[src/rtl/depth_resolve.sv]
// Nearest-hit reducer: keeps the closest accepted triangle hit per pixel, queues one
// framebuffer write per pixel in a small FIFO and pulses frame_done once a frame has drained.
module depth_resolve #(
  parameter int         TOTAL_PREC = 27,
  parameter int         FRAC_BITS  = 22,
  parameter int         T_MIN      = 1,
  parameter logic [7:0] BG_COLOR   = 8'd0,
  parameter int         FIFO_DEPTH = 8
) (
  input  logic                         clk,
  input  logic                         rst_n,
  input  logic                         in_valid,
  input  logic [19:0]                  fb_addr,
  input  logic                         last_tri,
  input  logic                         last_pix,
  input  logic                         hit,
  input  logic signed [TOTAL_PREC-1:0] t,
  input  logic [7:0]                   bri,
  output logic                         wr_valid,
  input  logic                         wr_ready,
  output logic [19:0]                  wr_addr,
  output logic [7:0]                   wr_data,
  output logic                         frame_done,
  output logic                         overflow,
  output logic [1:0]                   dbg_state
);

  localparam int AW = $clog2(FIFO_DEPTH);
  localparam logic signed [TOTAL_PREC-1:0] T_MIN_V = TOTAL_PREC'(T_MIN);

  if (FRAC_BITS >= TOTAL_PREC || FIFO_DEPTH < 2 || (1 << AW) != FIFO_DEPTH) begin : g_bad_cfg
    $error("depth_resolve: illegal parameter combination");
  end

  typedef enum logic [1:0] {
    S_RUN   = 2'd0,
    S_DRAIN = 2'd1,
    S_DONE  = 2'd2
  } state_t;

  // Handshake: a write entry transfers on the rising edge where wr_valid && wr_ready;
  // while wr_valid && !wr_ready the head entry (wr_addr/wr_data) is held unchanged.
  // The sample input has no ready: every in_valid sample is consumed.

  state_t r_state;
  state_t w_state_nxt;

  logic                         r_acc_hit;
  logic signed [TOTAL_PREC-1:0] r_acc_t;
  logic [7:0]                   r_acc_bri;

  logic [27:0] r_mem [FIFO_DEPTH];
  logic [AW:0] r_wptr;
  logic [AW:0] r_rptr;
  logic        r_overflow;

  logic        w_last;
  logic        w_lpix;
  logic        w_t_ok;
  logic        w_accept;
  logic        w_merged_hit;
  logic [7:0]  w_merged_bri;
  logic [7:0]  w_shade;
  logic        w_empty;
  logic        w_full;
  logic        w_push;
  logic        w_pop;
  logic        w_push_ok;
  logic [27:0] w_head;

  // last_pix alone is treated as closing the pixel as well as the frame
  assign w_last   = in_valid && (last_tri || last_pix);
  assign w_lpix   = in_valid && last_pix;
  assign w_t_ok   = hit && (t >= T_MIN_V);
  assign w_accept = w_t_ok && (!r_acc_hit || (t < r_acc_t));

  assign w_merged_hit = r_acc_hit || w_accept;
  assign w_merged_bri = w_accept ? bri : r_acc_bri;
  assign w_shade      = w_merged_hit ? w_merged_bri : BG_COLOR;

  assign w_empty   = (r_wptr == r_rptr);
  assign w_full    = (r_wptr[AW] != r_rptr[AW]) && (r_wptr[AW-1:0] == r_rptr[AW-1:0]);
  assign w_pop     = !w_empty && wr_ready;
  assign w_push    = w_last;
  // A full FIFO still takes the push when the head leaves on the same edge
  assign w_push_ok = w_push && (!w_full || w_pop);
  assign w_head    = r_mem[r_rptr[AW-1:0]];

  assign wr_valid  = !w_empty;
  assign wr_addr   = w_empty ? 20'd0 : w_head[27:8];
  assign wr_data   = w_empty ? 8'd0  : w_head[7:0];
  assign overflow  = r_overflow;
  assign dbg_state = r_state;

  always_ff @(posedge clk or negedge rst_n) begin
    if (!rst_n) begin
      r_acc_hit <= 1'b0;
      r_acc_t   <= '0;
      r_acc_bri <= 8'd0;
    end else if (w_last) begin
      r_acc_hit <= 1'b0;
      r_acc_t   <= '0;
      r_acc_bri <= 8'd0;
    end else if (in_valid && w_accept) begin
      r_acc_hit <= 1'b1;
      r_acc_t   <= t;
      r_acc_bri <= bri;
    end
  end

  always_ff @(posedge clk) begin
    if (w_push_ok) begin
      r_mem[r_wptr[AW-1:0]] <= {fb_addr, w_shade};
    end
  end

  always_ff @(posedge clk or negedge rst_n) begin
    if (!rst_n) begin
      r_wptr     <= '0;
      r_rptr     <= '0;
      r_overflow <= 1'b0;
    end else begin
      if (w_push_ok) begin
        r_wptr <= r_wptr + 1'b1;
      end
      if (w_pop) begin
        r_rptr <= r_rptr + 1'b1;
      end
      if (w_push && !w_push_ok) begin
        r_overflow <= 1'b1;
      end
    end
  end

  always_ff @(posedge clk or negedge rst_n) begin
    if (!rst_n) begin
      r_state <= S_RUN;
    end else begin
      r_state <= w_state_nxt;
    end
  end

  // A new frame's last_pix seen in DRAIN simply keeps waiting for the FIFO to empty again
  always_comb begin
    w_state_nxt = r_state;
    frame_done  = 1'b0;
    case (r_state)
      S_RUN: begin
        if (w_lpix) w_state_nxt = S_DRAIN;
      end
      S_DRAIN: begin
        if (w_empty && !w_push) w_state_nxt = S_DONE;
      end
      S_DONE: begin
        frame_done  = 1'b1;
        w_state_nxt = w_lpix ? S_DRAIN : S_RUN;
      end
      default: w_state_nxt = S_RUN;
    endcase
  end

endmodule

[config.mk]
export PLATFORM = sky130hd
export DESIGN_NAME = depth_resolve
export DESIGN_NICKNAME = d
export VERILOG_FILES = /design/src/rtl/depth_resolve.sv
export SDC_FILE = /design/constraint.sdc
export NUM_CORES = 1
export LEC_CHECK = 0
export ABC_CLOCK_PERIOD_IN_PS = 12300
export BUFFER_PORTS_ARGS = -buffer_cell sky130_fd_sc_hd__buf_2
export CORE_UTILIZATION = 55
export DETAILED_ROUTE_END_ITERATION = 6
export HOLD_SLACK_MARGIN = 0.02
export PLACE_DENSITY_LB_ADDON = 0.25
export RECOVER_POWER = 50
export SETUP_SLACK_MARGIN = 0.5
export SYNTH_ARGS = -nofsm -noshare
export SYNTH_HDL_FRONTEND = slang
export SYNTH_SLANG_ARGS = --single-unit
[constraint.sdc]
create_clock -name clk -period 12.3 [get_ports clk]
set_input_delay 0 -clock clk [delete_from_list [all_inputs] [get_ports clk]]
set_output_delay 0 -clock clk [all_outputs]
set_load 0.01 [all_outputs]
==> results.yml <==
global_routing:
  antenna_found_initial: 0
  overflow: 0
  grt_pass1_wl_mm: 36.5
  grt_max_degree: 60
  grtUsageTotal: 0.221
  grt_pass1_vias: 6942
synthesis:
  syn_area_per_cell_sq_um: 17.0
  syn_inst: 673
  ys.flop_type: "edfxtp_1"
  synth.ff_latch_count: 271
  async_flop_share: 0.173
  syn_nets: 763
  yosysSeqAreaShare: 0.692
  yosysTopAreaCell: "edfxtp_1"
  synthTopCellsByArea: "edfxtp_1 (59%), mux4_2 (11%), dfrtp_1 (10%)"
  netlist_area_sq_mm: 0.0114
  synth-warning-count: 0
  synth_edf_count: 224
  ys_types: 41
  synth_top_area_frac: 0.589
detailed_routing:
  ant_nets: 0
  routedWlPerCell_um: 20.4
  via_per_inst: 5.67
  post-route-drc-count: 0
  num_vias: 6346
  firstDrtPassIters: 5
  routed_wl_mm: 22.8
  drt_iter0_drc: 336
die:
  rows: 52
  die_area_sq_mm: 0.0214
  die_w_um: 146
  ios: 95
  core_area_sq_mm: 0.0203
  start_util: 0.563
  die_y_um: 146
cts:
  clk_pin_slew_worst_paths_ns: 0.06
  clock_path_buffers: 3
  cts.sinks: 271
  cts_buffers: 27
  h-tree-depth: 1
  cts_tree: "done"
  cts_root_buffer: "clkbuf_16"
  insertion_delay_ns: 0.52
status:
  status: "complete, but fails checks"
  violations: "capacitance limit, slew limit"
layout:
  nFillCells: 1420
  area_delta_synth_final_pct: 18.7
  num_antenna_cells: 0
  drive_gt1_frac: 0.191
  nNetsFinal: 920
setup_path:
  setup.worst_path.end_class: "output pin"
  crit-reg2reg-launch: "r_rptr[2]"
  required_ns: 12.30
  crit_start: "r_rptr[2]"
  worstSetupPathType: "reg -> out"
  r2r_slack_ns: 7.99
  cp_max_fo: 31
  crit_arrival_ns: 4.38
  cp-start-kind: "register"
sta:
  min_period_ns: 4.38
  clock_skew_ns: 0.00926
  finalHoldViolCount: 0
  setup_viol: 0
  fmax_ghz: 0.228
  rsz0062_at_grt: "false"
  drv_slew: 111
  tns_ns: 0
  tightestPinTransition_ns: 2.62
  period_share: 0.356
  slew_headroom: -0.743
  timing.final.ws_setup_ns: 7.92
  whs_ns: 0.0538
pwr:
  leakage_uw: 0.00480
  seqPwrFrac: 0.436
  vdd_ir_drop_max_uv: 113
  power_frac_comb: 0.282
  p_int_uw: 1930
  swShare: 0.300
  clockPowerShare: 0.282
  switchingPower_uw: 830
  powerDensity_mw_per_mm2: 203
job:
  maxCapViolCount: 3
place:
  io_buffers: 94
  pre_cts_slack_ns: 8.58
  dp_hpwl_mm: 13.4
  gp_congestion: 0.782
worst_hold_path:
  hp-class: "in -> reg"
  hp-start: "last_tri"
## final timing paths
check / depth (start not counted) / to
max: 6 / wr_data[0]
min: 4 / r_wptr[0]
max reg2reg: 7 / r_mem[2][0]
min reg2reg: 1 / r_acc_bri[7]
max in group asynchronous: 2 / r_rptr[0]
min in group asynchronous: 2 / r_acc_t[7]
## power groups by stage
stage | registers (uW) | clock network, uW | logic (uW)
finish | 1200 | 780 | 778
global route | 1220 | 828 | 846
CTS | 1210 | 795 | 812
detailed placement | 1220 | 0 | 793
global placement | 1220 | 0 | 777
floorplan | 1150 | 0 | 588
## critical path: stages, from the launching register on
cell and delay [ns]:
dfrtp_1 1.65, xnor2_1 0.22, nand3_1 0.13, nor2b_1 0.18, clkbuf_1 1.22, nor2_1 0.23
buf_2 0.23
## repair_timing
item,4_1_cts,5_1_grt
hold endpoints to repair,261,0
setup buffers,0,0
gates resized for setup,0,0
hold buffers,59,0
## state kept, by name, indices dropped and copies added, names as in the netlist
name and flops:
r_mem 224, r_acc_t 27, r_wptr 4, r_rptr 4
dbg_state 2, r_acc_hit 1, overflow 1, r_acc_bri 8
## per-stage QoR
| step | cell area [sq um] | util | instances | power (uW) |
|---|---|---|---|---|
| 2_1_floorplan | 11400 | - | 673 | 1740 |
| 3_3_place_gp | 12200 | 0.601 | 1012 | 1990 |
| 3_5_place_dp | 12200 | 0.601 | 1012 | 2020 |
| 4_1_cts | 13600 | 0.672 | 1120 | 2810 |
| 5_1_grt | 13600 | 0.668 | 1120 | 2890 |
| 6_report | 13600 | 0.668 | 1120 | 2760 |
## routing by layer
layer | vias up | global-route usage | routed length, um | part of all wire
li1 | 2911 | - | - | -
met3 | 28 | 0.0313 | 1170 | 0.051
met5 | - | 0 | 0 | 0
met2 | 183 | 0.396 | 12000 | 0.52
met1 | 3224 | 0.288 | 9420 | 0.41
met4 | 0 | 0.0479 | 288 | 0.013
## cells in the mapped netlist (2+ instances only)
cell and count:
a21oi_1 11, buf_1 7, nor3_1 4, clkbuf_1 20
o21ai_0 4, nor4_1 6, edfxtp_1 224, xnor2_1 6
buf_6 5, xor2_1 4, nand4_1 5, nand2b_1 4
ha_1 28, inv_1 28, mux2_2 2, mux4_2 56
dfrtp_1 47, buf_2 3, a32o_1 11, nor2b_1 3
mux2i_1 59, nand2_1 62, nand3_1 7, nor3b_1 5
or3_1 2, nor2_1 45
## layout by cell type, fill, tap and decap left out, types with 27 or more instances in the layout
| cell | count |
|---|---|
| nor2_1 | 43 |
| dfrtp_1 | 45 |
| clkbuf_16 | 27 |
| mux4_2 | 56 |
| ha_1 | 28 |
| mux2i_1 | 59 |
| clkbuf_1 | 63 |
| edfxtp_1 | 224 |
| buf_2 | 42 |
| dlygate4sd3_1 | 59 |
| inv_1 | 28 |
| nand2_1 | 62 |
## cell families after synthesis
logic type | Yosys count | share of synthesized area
DFF | 271 | 0.692
and+or+nand+nor | 147 | 0.0569
muxes | 117 | 0.164
buffers and inverters | 63 | 0.0243
AOI/OAI and AO/OA | 37 | 0.0249
adders and majority gates | 28 | 0.0307
xor gates and xnor gates | 10 | 0.00766
## area by class of cell
class	count	area, sq um	area share
sequential	271	7910	0.583
multi-input combinational	339	3300	0.243
timing repair buffer	163	1070	0.0787
clock buffer	42	782	0.0576
tap	270	338	0.0249
inverter	28	105	0.00775
clock inverter	7	65.1	0.00480
(Power assumes the default switching activity.)
